## config.mk

```make
export PLATFORM = sky130hd
export DESIGN_NAME = axi_w_slave_ctl
export DESIGN_NICKNAME = d
export VERILOG_FILES = /design/src/rtl/axi_w_slave_ctl.sv
export SDC_FILE = /design/constraint.sdc
export NUM_CORES = 1
export LEC_CHECK = 0
export CORE_MARGIN = 10
export CORE_UTILIZATION = 35
export CTS_CLUSTER_SIZE = 16
export DETAILED_ROUTE_END_ITERATION = 8
export RECOVER_POWER = 100
export SLEW_MARGIN = 5
export SYNTH_ARGS = -nofsm -noshare
export SYNTH_HDL_FRONTEND = slang
export SYNTH_SLANG_ARGS = --single-unit
```

## constraint.sdc

```tcl
create_clock -name clk -period 7.9 [get_ports clk]
set_clock_uncertainty 0.2 [all_clocks]
set_input_delay 1.975 -clock clk [delete_from_list [all_inputs] [get_ports clk]]
set_output_delay 1.975 -clock clk [all_outputs]
set_load 0.02 [all_outputs]
```

## src/rtl/axi_w_slave_ctl.sv

```systemverilog
// AXI W-channel slave controller: paces W beats against AW burst lengths and feeds the
// ingress FIFO through a 2-entry skid buffer. Optional wlast check: NOU_W_SLAVE_WLAST_CHK_EN.
`ifndef NOU_NOC_DATA_WIDTH
`define NOU_NOC_DATA_WIDTH 64
`endif

module axi_w_slave_ctl #(
    parameter int DW = `NOU_NOC_DATA_WIDTH,
    parameter int SW = DW / 8,
    parameter int LW = 8
) (
    input  logic              clk,
    input  logic              rst,
    input  logic [LW-1:0]     len,
    input  logic              len_vld,
    output logic              len_rdy,
    input  logic [DW-1:0]     axi_wdata,
    input  logic [SW-1:0]     axi_wstrb,
    input  logic              axi_wlast,
    input  logic              axi_wvld,
    output logic              axi_wrdy,
    output logic [DW+SW:0]    wr_data,
    output logic              wr_en,
    input  logic              full,
    output logic              err_wlast,
    output logic              err_sticky,
    output logic              dbg_state
);
    localparam int EW = DW + SW + 1;

    typedef enum logic {IDLE = 1'b0, DATA = 1'b1} state_t;

    state_t          state, state_n;
    logic [LW-1:0]   len_q, cnt;
    logic            main_vld, skid_vld, main_vld_n, skid_vld_n;
    logic [EW-1:0]   main_q, skid_q, main_n, skid_n;
    logic            wrdy_q;
    logic            accept, is_last, drain;
    logic [EW-1:0]   beat;

    // Handshakes: a transfer happens on a rising clk edge where valid & ready are both high;
    // valid may not depend on ready, and axi_wrdy is a pure flop output.
    assign accept    = axi_wvld & wrdy_q;
    assign is_last   = (cnt == len_q);
    assign drain     = main_vld & ~full;
    assign beat      = {is_last, axi_wstrb, axi_wdata};
    assign axi_wrdy  = wrdy_q;
    assign wr_en     = drain;
    assign wr_data   = main_q;
    assign len_rdy   = (state == IDLE);
    assign dbg_state = state;

    always_comb begin
        state_n = state;
        case (state)
            IDLE:    if (len_vld) state_n = DATA;
            DATA:    if (accept && is_last) state_n = IDLE;
            default: state_n = IDLE;
        endcase
    end

    // ready is only ever high with skid empty, so an accept never finds skid occupied
    always_comb begin
        main_vld_n = main_vld;
        main_n     = main_q;
        skid_vld_n = skid_vld;
        skid_n     = skid_q;
        if (main_vld && !drain) begin
            if (accept) begin
                skid_vld_n = 1'b1;
                skid_n     = beat;
            end
        end else if (skid_vld) begin
            main_vld_n = 1'b1;
            main_n     = skid_q;
            skid_vld_n = 1'b0;
        end else begin
            main_vld_n = accept;
            if (accept) main_n = beat;
        end
    end

    always_ff @(posedge clk or posedge rst) begin
        if (rst) begin
            state    <= IDLE;
            len_q    <= '0;
            cnt      <= '0;
            main_vld <= 1'b0;
            main_q   <= '0;
            skid_vld <= 1'b0;
            skid_q   <= '0;
            wrdy_q   <= 1'b0;
        end else begin
            state    <= state_n;
            main_vld <= main_vld_n;
            main_q   <= main_n;
            skid_vld <= skid_vld_n;
            skid_q   <= skid_n;
            wrdy_q   <= (state_n == DATA) & ~skid_vld_n;
            if (state == IDLE && len_vld) begin
                len_q <= len;
                cnt   <= '0;
            end else if (state == DATA && accept && !is_last) begin
                cnt <= cnt + LW'(1);
            end
        end
    end

`ifdef NOU_W_SLAVE_WLAST_CHK_EN
    logic mismatch;
    assign mismatch = accept & (axi_wlast != is_last);

    always_ff @(posedge clk or posedge rst) begin
        if (rst) begin
            err_wlast  <= 1'b0;
            err_sticky <= 1'b0;
        end else begin
            err_wlast  <= mismatch;
            err_sticky <= err_sticky | mismatch;
        end
    end
`else
    logic unused_wlast;
    assign unused_wlast = axi_wlast;
    assign err_wlast    = 1'b0;
    assign err_sticky   = 1'b0;
`endif

endmodule

```

Word-level counts from Yosys, hierarchy flattened
Cells that the tools add are included.

cells by class
  add/sub/neg operators = 1
  multiply operators = 0
  div/mod/pow operators = 0
  $lt $le $gt $ge = 0
  eq/ne operators = 1
  shift operators = 0
  multiplexer cells = 10
  bitwise operators = 7
  reductions and logical operators = 11

operators with widths
  kind                 number
  $mux 73              2
  $mux 8               2
  $add 8x1->8 const B  1
  $eq 8x8->1           1
  $logic_and 1x1->1    5
  $mux 1               5
  $not 1->1            4
  $reduce_and 2->1     2
  $reduce_bool 2->1    2
  $and 1x1->1          3
  $logic_not 1->1      2
  $pmux 1 s2           1

storage, ports and cells
  register bits = 166
  latch bits = 0
  memory bits (writable) = 0
  ROM bits = 0
  bits of input ports = 86
  output and inout bits = 79
  word-level logic and storage cells = 38
  memories = 0

Longest topological paths before layout
  depth in word-level cells = 7
  depth in mapped cells = 6
  mapped depth without buffers = 5

Least setup slack after synthesis
No wires, ideal clock.

  path type = in2out
  start = in full
  end = out wr_en
  data arrival time = 2.279 ns
  required time = 5.725 ns
  path slack = 3.446 ns
  stages on the path = 1
  path buffers = 0
  cell sequence = nor2b_1

between the ends
  word-level cells in the longest chain between the ends = 2

RTL lines
  what         RTL line  RTL
  from (decl)  24        input logic full,
  $not 1->1    45        assign drain = main_vld & ~full;
  $and 1x1->1  45
  to (decl)    23        output logic wr_en,

Every way passes these cells.

Final worst setup path
  start = in axi_wvld
  end = reg main_q[24] (netlist: wr_data[24])

between the ends
  word-level cells in the longest chain between the ends = 3

RTL lines
  what                                RTL line  RTL
  from (decl)                         20        input logic axi_wvld,
  $and 1x1->1                         43        assign accept = axi_wvld & wrdy_q;
  $reduce_bool 2->1 (no source line)  n/a
  $reduce_and 2->1 (no source line)   n/a
  to (signal assigned)                96        main_q <= main_n;
  to (decl)                           36        logic [EW-1:0] main_q, skid_q, main_n, skid_n;

Every way passes these cells.
A chain may end at the register's enable or synchronous reset.

==> reports/results.ini <==
[status]
run_status = finished, violations left
failed_checks = capacitance limit, slew limit

[timing]
final_count_of_negative_setup_slack_endpoints = 0
worst_hold_slack_ns = 0.2797
min_cycle_time_layout_ns = 5.518
drv_slew = 179
grt_setup_unrepaired = false
final.setup.tns_ns = 0
final_hold_viol_count = 0
max-slew-margin-rel = -1.207
final.period_utilization = 0.6984
fmax_mhz = 181.2
worstMarginPinSlew_ns = 3.310

[route]
number_of_optimization_iterations_in_the_first_detailed_route_pass = 4
drc = 0
route.detailed.wl_per_inst_um = 17.01
drtAntennaViolNets = 0
drt_iter0_drc = 193
met3RoutedLength_mm = 1.275
detail_route.wirelength_mm = 16.84
wl_met1_mm = 7.103
dr.max_layer_used = met4
route.vias.total = 4715
post_drt_via_cell_ratio = 4.763
dr_wl_met2_mm = 8.276

[clock_tree]
num_cts_buffers = 17
clock-sinks = 166
postCtsSetupRepairBufs = 0
tritoncts_clock_tree = done
postCtsResizedCells = 0
clock_latency_ns = 0.42
worst_setup_hold_path_clk_slew_ns = 0.06
maximum_level_of_the_cts_h_tree = 4
cts_hold_buffers = 0
max-clock-path-buffers = 2
clock_tree.root_cell = sky130_fd_sc_hd__clkbuf_16

[logic_synthesis]
yosysSeqAreaShare = 0.5931
synth.area.top_cells = sky130_fd_sc_hd__dfrtp_1 59%, sky130_fd_sc_hd__mux2_2 13%, sky130_fd_sc_hd__mux2i_1 10%
yosys_warnings = 0
avgSynthCellArea_um2 = 12.46
synth-main-ff-cell = sky130_fd_sc_hd__dfrtp_1
synthArstFlopShare = 1.000
syn-cell-area_um2 = 7004
synth_common_cells = 166 x sky130_fd_sc_hd__dfrtp_1, 81 x sky130_fd_sc_hd__mux2_2, 79 x sky130_fd_sc_hd__nor2_1
synthDistinctLibCells = 33
yosys_register_bits = 166
synth.top_cell.area_share = 0.5931
synth-edff-count = 0
synth_cells = 562
synth_area_leader = sky130_fd_sc_hd__dfrtp_1
synth.most_common_cell = sky130_fd_sc_hd__dfrtp_1

[final_layout]
ff_latch_area_um2 = 4158
final.fill_count = 1770
drive_gt1_frac = 0.1669
multi_input_comb_area_um2 = 2668
finish.net_count = 800
antennaDiodeCount = 0
area_delta_synth_final_pct = 33.78

[worst_hold_path]
worst_hold_startpoint = skid_q[72]$_DFFE_PP0P_
hp-class = flop to flop

[global_routing]
grt.overflow.total = 0
grt_pass1_wl_mm = 27.56
antenna_found_initial = 0
groute.usage.overall = 0.1318
grt_start_max_net_pins = 110
grt_pass1_vias = 5147

[setup_path]
worst_ep_arrival_time_ns = 5.45
startpoint = axi_wvld
worst_flop_to_flop_path_startpoint = skid_vld$_DFF_PP0_
worstSetupEndpointType = flop
critical_path.max_fanout = 80
worst_setup_path_start_kind = primary input
worst-setup-path-type = primary input to flop
cp.required_ns = 7.83

[place]
gp_congestion = 0.7216
post-dp-hpwl_mm = 11.50
placement.io_buffers = 161

[power_and_ir_drop]
finalPower_mw = 3.191
peak_ir_drop_on_the_vdd_network_mv = 0.1512
cellPowerDensity_nw_per_um2 = 340.5
power.static_leakage_nw = 3.786

[floorplan]
num_io_pins = 165
initial_utilization = 0.3575
floorplan.rows = 51
horizontal_die_dimension_um = 161.5
core_um2 = 19590
die_height_um = 161.5
die_footprint_um2 = 26070

[job]
reported_max_cap_violation_count = 3

==> path summary, 6_finish.rpt <==
path	endpoint	slack [ns]	cells past startpoint
worst min register to register	skid_q[72]$_DFFE_PP0P_	0.28	2
worst max-delay path	wr_data[24]$_DFFE_PP0P_	2.38	5
worst max register to register	wr_data[24]$_DFFE_PP0P_	3.65	4
worst min-delay path	skid_q[72]$_DFFE_PP0P_	0.28	2
min in group asynchronous	wr_data[9]$_DFFE_PP0P_	2.09	2
max in group asynchronous	wr_data[2]$_DFFE_PP0P_	4.07	3
==> stage by stage <==
step	cells	cell area, um2	worst slack, ns	util
after floorplan	563	7008	1.235	-
after global placement	959	8841	2.448	0.4513
after detailed placement	959	8841	2.480	0.4513
after CTS	990	9385	2.476	0.4791
after global routing	990	9370	1.906	0.4783
final	990	9370	2.382	0.4783
==> power by group <==
group	switching [mW]	leakage, nW	internal [mW]
Sequential	0.201	1.91	1.18
Clock	0.323	0.259	0.448
Combinational	0.527	1.62	0.517
Total	1.05	3.79	2.14
==> registers in the layout, summed over array words and instances, names as in the netlist <==
| name | count |
|---|---|
| skid_q | 73 |
| dbg_state | 1 |
| len_q | 8 |
| axi_wrdy | 1 |
| cnt | 8 |
| skid_vld | 1 |
| wr_data | 73 |
| main_vld | 1 |
==> worst max-delay path: stages <==
cell and delay [ns]:
sky130_fd_sc_hd__dlygate4sd3_1 0.58, sky130_fd_sc_hd__a21oi_1 0.14, sky130_fd_sc_hd__a21oi_4 0.16, sky130_fd_sc_hd__clkbuf_1 2.34
sky130_fd_sc_hd__a21oi_1 0.21
==> per-layer routing <==
metal | up-vias | GRT usage
met4 | 0 | 0.04508
met3 | 13 | 0.05338
met5 | - | 0
met1 | 2323 | 0.1537
li1 | 2261 | -
met2 | 118 | 0.2156
==> cell families (layout without fill, tap and decap cells) <==
kind of cell | after synthesis | count (layout) | share of synthesized area
other | 1 | 2 | 0.0005354
multiplexers | 154 | 154 | 0.2353
adder cells (fa/ha/maj) | 1 | 1 | 0.001786
AO/OA/AOI/OAI | 87 | 87 | 0.06878
flip-flops | 166 | 166 | 0.5931
AND/OR/NAND/NOR | 104 | 104 | 0.06288
XOR/XNOR | 8 | 8 | 0.01000
buffers and inverters | 41 | 203 | 0.02769
==> layout by cell type, fill, tap and decap left out, types with 8 or more instances in the layout <==
cell                              Yosys  final
sky130_fd_sc_hd__dfrtp_1            166    165
sky130_fd_sc_hd__mux2_2              81     81
sky130_fd_sc_hd__clkdlybuf4s50_1      0     81
sky130_fd_sc_hd__dlygate4sd3_1        0     80
sky130_fd_sc_hd__nor2_1              79     79
sky130_fd_sc_hd__a21oi_1             74     73
sky130_fd_sc_hd__mux2i_1             72     72
sky130_fd_sc_hd__clkbuf_16            0     17
sky130_fd_sc_hd__nand2_1              8      8
sky130_fd_sc_hd__xor2_1               8      8
==> cell type report <==
class | instances | share of cell area
sequential | 166 | 0.4437
multi-input combinational | 356 | 0.2847
timing repair buffer | 167 | 0.1756
clock buffer | 23 | 0.04994
tap | 265 | 0.03539
clock inverter | 8 | 0.008145
inverter | 5 | 0.002537
Note: power is estimated with default switching activity, not from simulation.
==> patch (same settings) <==
Set the parameter `LW` to 12 (it was 8).
--- a/src/rtl/axi_w_slave_ctl.sv
+++ b/src/rtl/axi_w_slave_ctl.sv
@@ -9,3 +9,3 @@
     parameter int SW = DW / 8,
-    parameter int LW = 8
+    parameter int LW = 12
 ) (
Interface: changed (resized len); port bits go from 165 to 169. The function was not compared with the original's and may differ.
==> patch against the original RTL <==
  * The flow still finishes with violations (capacitance limit, slew limit)
  * Power shrank 6.7%
  * Sequential cell count grew 8
  * Synthesized area grew 5.6%
  * Setup slack lost 0.13 ns
  * Maximum frequency shrank 2.2%
  * Via count grew 5.2%
  * Non-clock buffer count grew 6
  * Cell area grew 5.6%
  * Wire length grew 5.3%
==> patch: results (changes against the original RTL) <==
GRT
  • Met2 GRT Util: 0.2225 (+0.006905)
  • First-pass GRT wire length: 28450 um (+3.2%)
  • Routing usage on met3: 0.04437 (-0.009008)
  • Met1 usage: 0.1521 (-0.001622)
  • Number of global-route vias before repair: 5306 (+3.1%)
  • Total GRT Usage: 0.1309 (-0.0008784)

Logic synthesis
  • Most instantiated cells after synthesis: 174 x dfrtp_1, 85 x mux2_2, 80 x nor2_1
  • Synth Area in XOR/XNOR: 0.01658 (+0.006581)
  • Compound-Gate Fraction of Synth Area: 0.06837 (-0.0004043)
  • FFs w/ async S/R, synth: 1.000 (unchanged)
  • Post-synthesis adder-cell area fraction: 0.001692 (-0.00009402)
  • Ys Warns: 0 (unchanged)
  • Ranking of synthesized cells by area: dfrtp_1 59%, mux2_2 13%, mux2i_1 10%, a21oi_1 5.0%, nor2_1 4.1%
  • Mux share of post-synthesis cell area: 0.2296 (-0.005613)
  • Seq/Total Area, Yosys: 0.5889 (-0.004137)
  • Post-Synthesis Cells: 597 (+6.2%)
  • Synth unique cells: 31 (-6.1%)

STA
  • Worst hold slack: 0.2967 ns (+0.01705 ns)
  • Highest clock rate: 177.2 MHz (-2.2%)
  • Max Transition Viols Final: 224 (+25%)
  • Slew HR: -1.247 (-0.04074)

Cells and area
  • Proportion of layout cells with a drive suffix above 1: 0.1634 (-0.003498)
  • Antenna fix cells: 0 (unchanged)
  • Final nets: 843 (+5.4%)
  • Fill count: 1907 (+7.7%)

Placed design
  • GP Congestion: 0.7388 (+2.4%)
  • Post-DP HPWL: 12180 um (+5.9%)
  • Placed Cells: 1008 (+5.1%)
  • Pre-CTS WS: 2.481 ns (+0.001460 ns)
  • I/O Buffers: 165 (+2.5%)

Route
  • WL met3: 1185 um (-7.1%)
  • Met2 WL: 8954 um (+8.2%)
  • Via count: 4961 (+5.2%)
  • 1st-iter DRT viols: 261 (+35%)
  • Vias per cell: 4.770 (+0.16%)
  • WL/cell: 17.05 um (+0.19%)

Setup path
  • Worst R2R Path Depth: 5 (+1)
  • CP peak stage delay: 2.38 ns (+0.04 ns)
  • Worst Path Arrival: 5.74 ns (+0.29 ns)
  • Critical Path End: wr_data[72]$_DFFE_PP0P_
  • R2R Setup Slk: 3.54 ns (-0.11 ns)

Min path
  • Hold path depth: 1 (-1)
  • Hold EP: wr_data[72]$_DFFE_PP0P_
  • Worst Hold Launch: wr_data[72]$_DFFE_PP0P_

Flow run
  • Maxcap violations: 4 (+1)

Power
  • Pleak: 4.076 nW (+7.7%)
  • Cell internal pwr: 0.002033 W (-5.0%)

Run status
  • Failing checks: capacitance limit, slew limit
  • Outcome: finished, violations left
[patch: power by group through the flow]
stage,clock network [W],logic (W),registers [W]
final,0.000858,0.000826,0.00129
after global routing,0.000924,0.000900,0.00133
after CTS,0.000889,0.000879,0.00130
after detailed placement,0,0.000877,0.00132
after global placement,0,0.000855,0.00130
after floorplan,0,0.000376,0.00141
[patch: cell type report]
| type | instances | area, um2 | area share |
|---|---|---|---|
| Clock buffer | 18 | 429.2 | 0.04336 |
| Clock inverter | 14 | 176.4 | 0.01783 |
| Inverter | 2 | 12.51 | 0.001264 |
| Multi-Input combinational cell | 384 | 2884 | 0.2914 |
| Sequential cell | 174 | 4358 | 0.4403 |
| Tap cell | 275 | 344.1 | 0.03477 |
| Timing Repair Buffer | 173 | 1693 | 0.1710 |
[patch: worst reg2reg max path: cells and delay by family (launching register included)]
kind            cells  cell delay (ns)
buf+inv             1             2.38
compound gates      4             0.88
flops               1             0.80
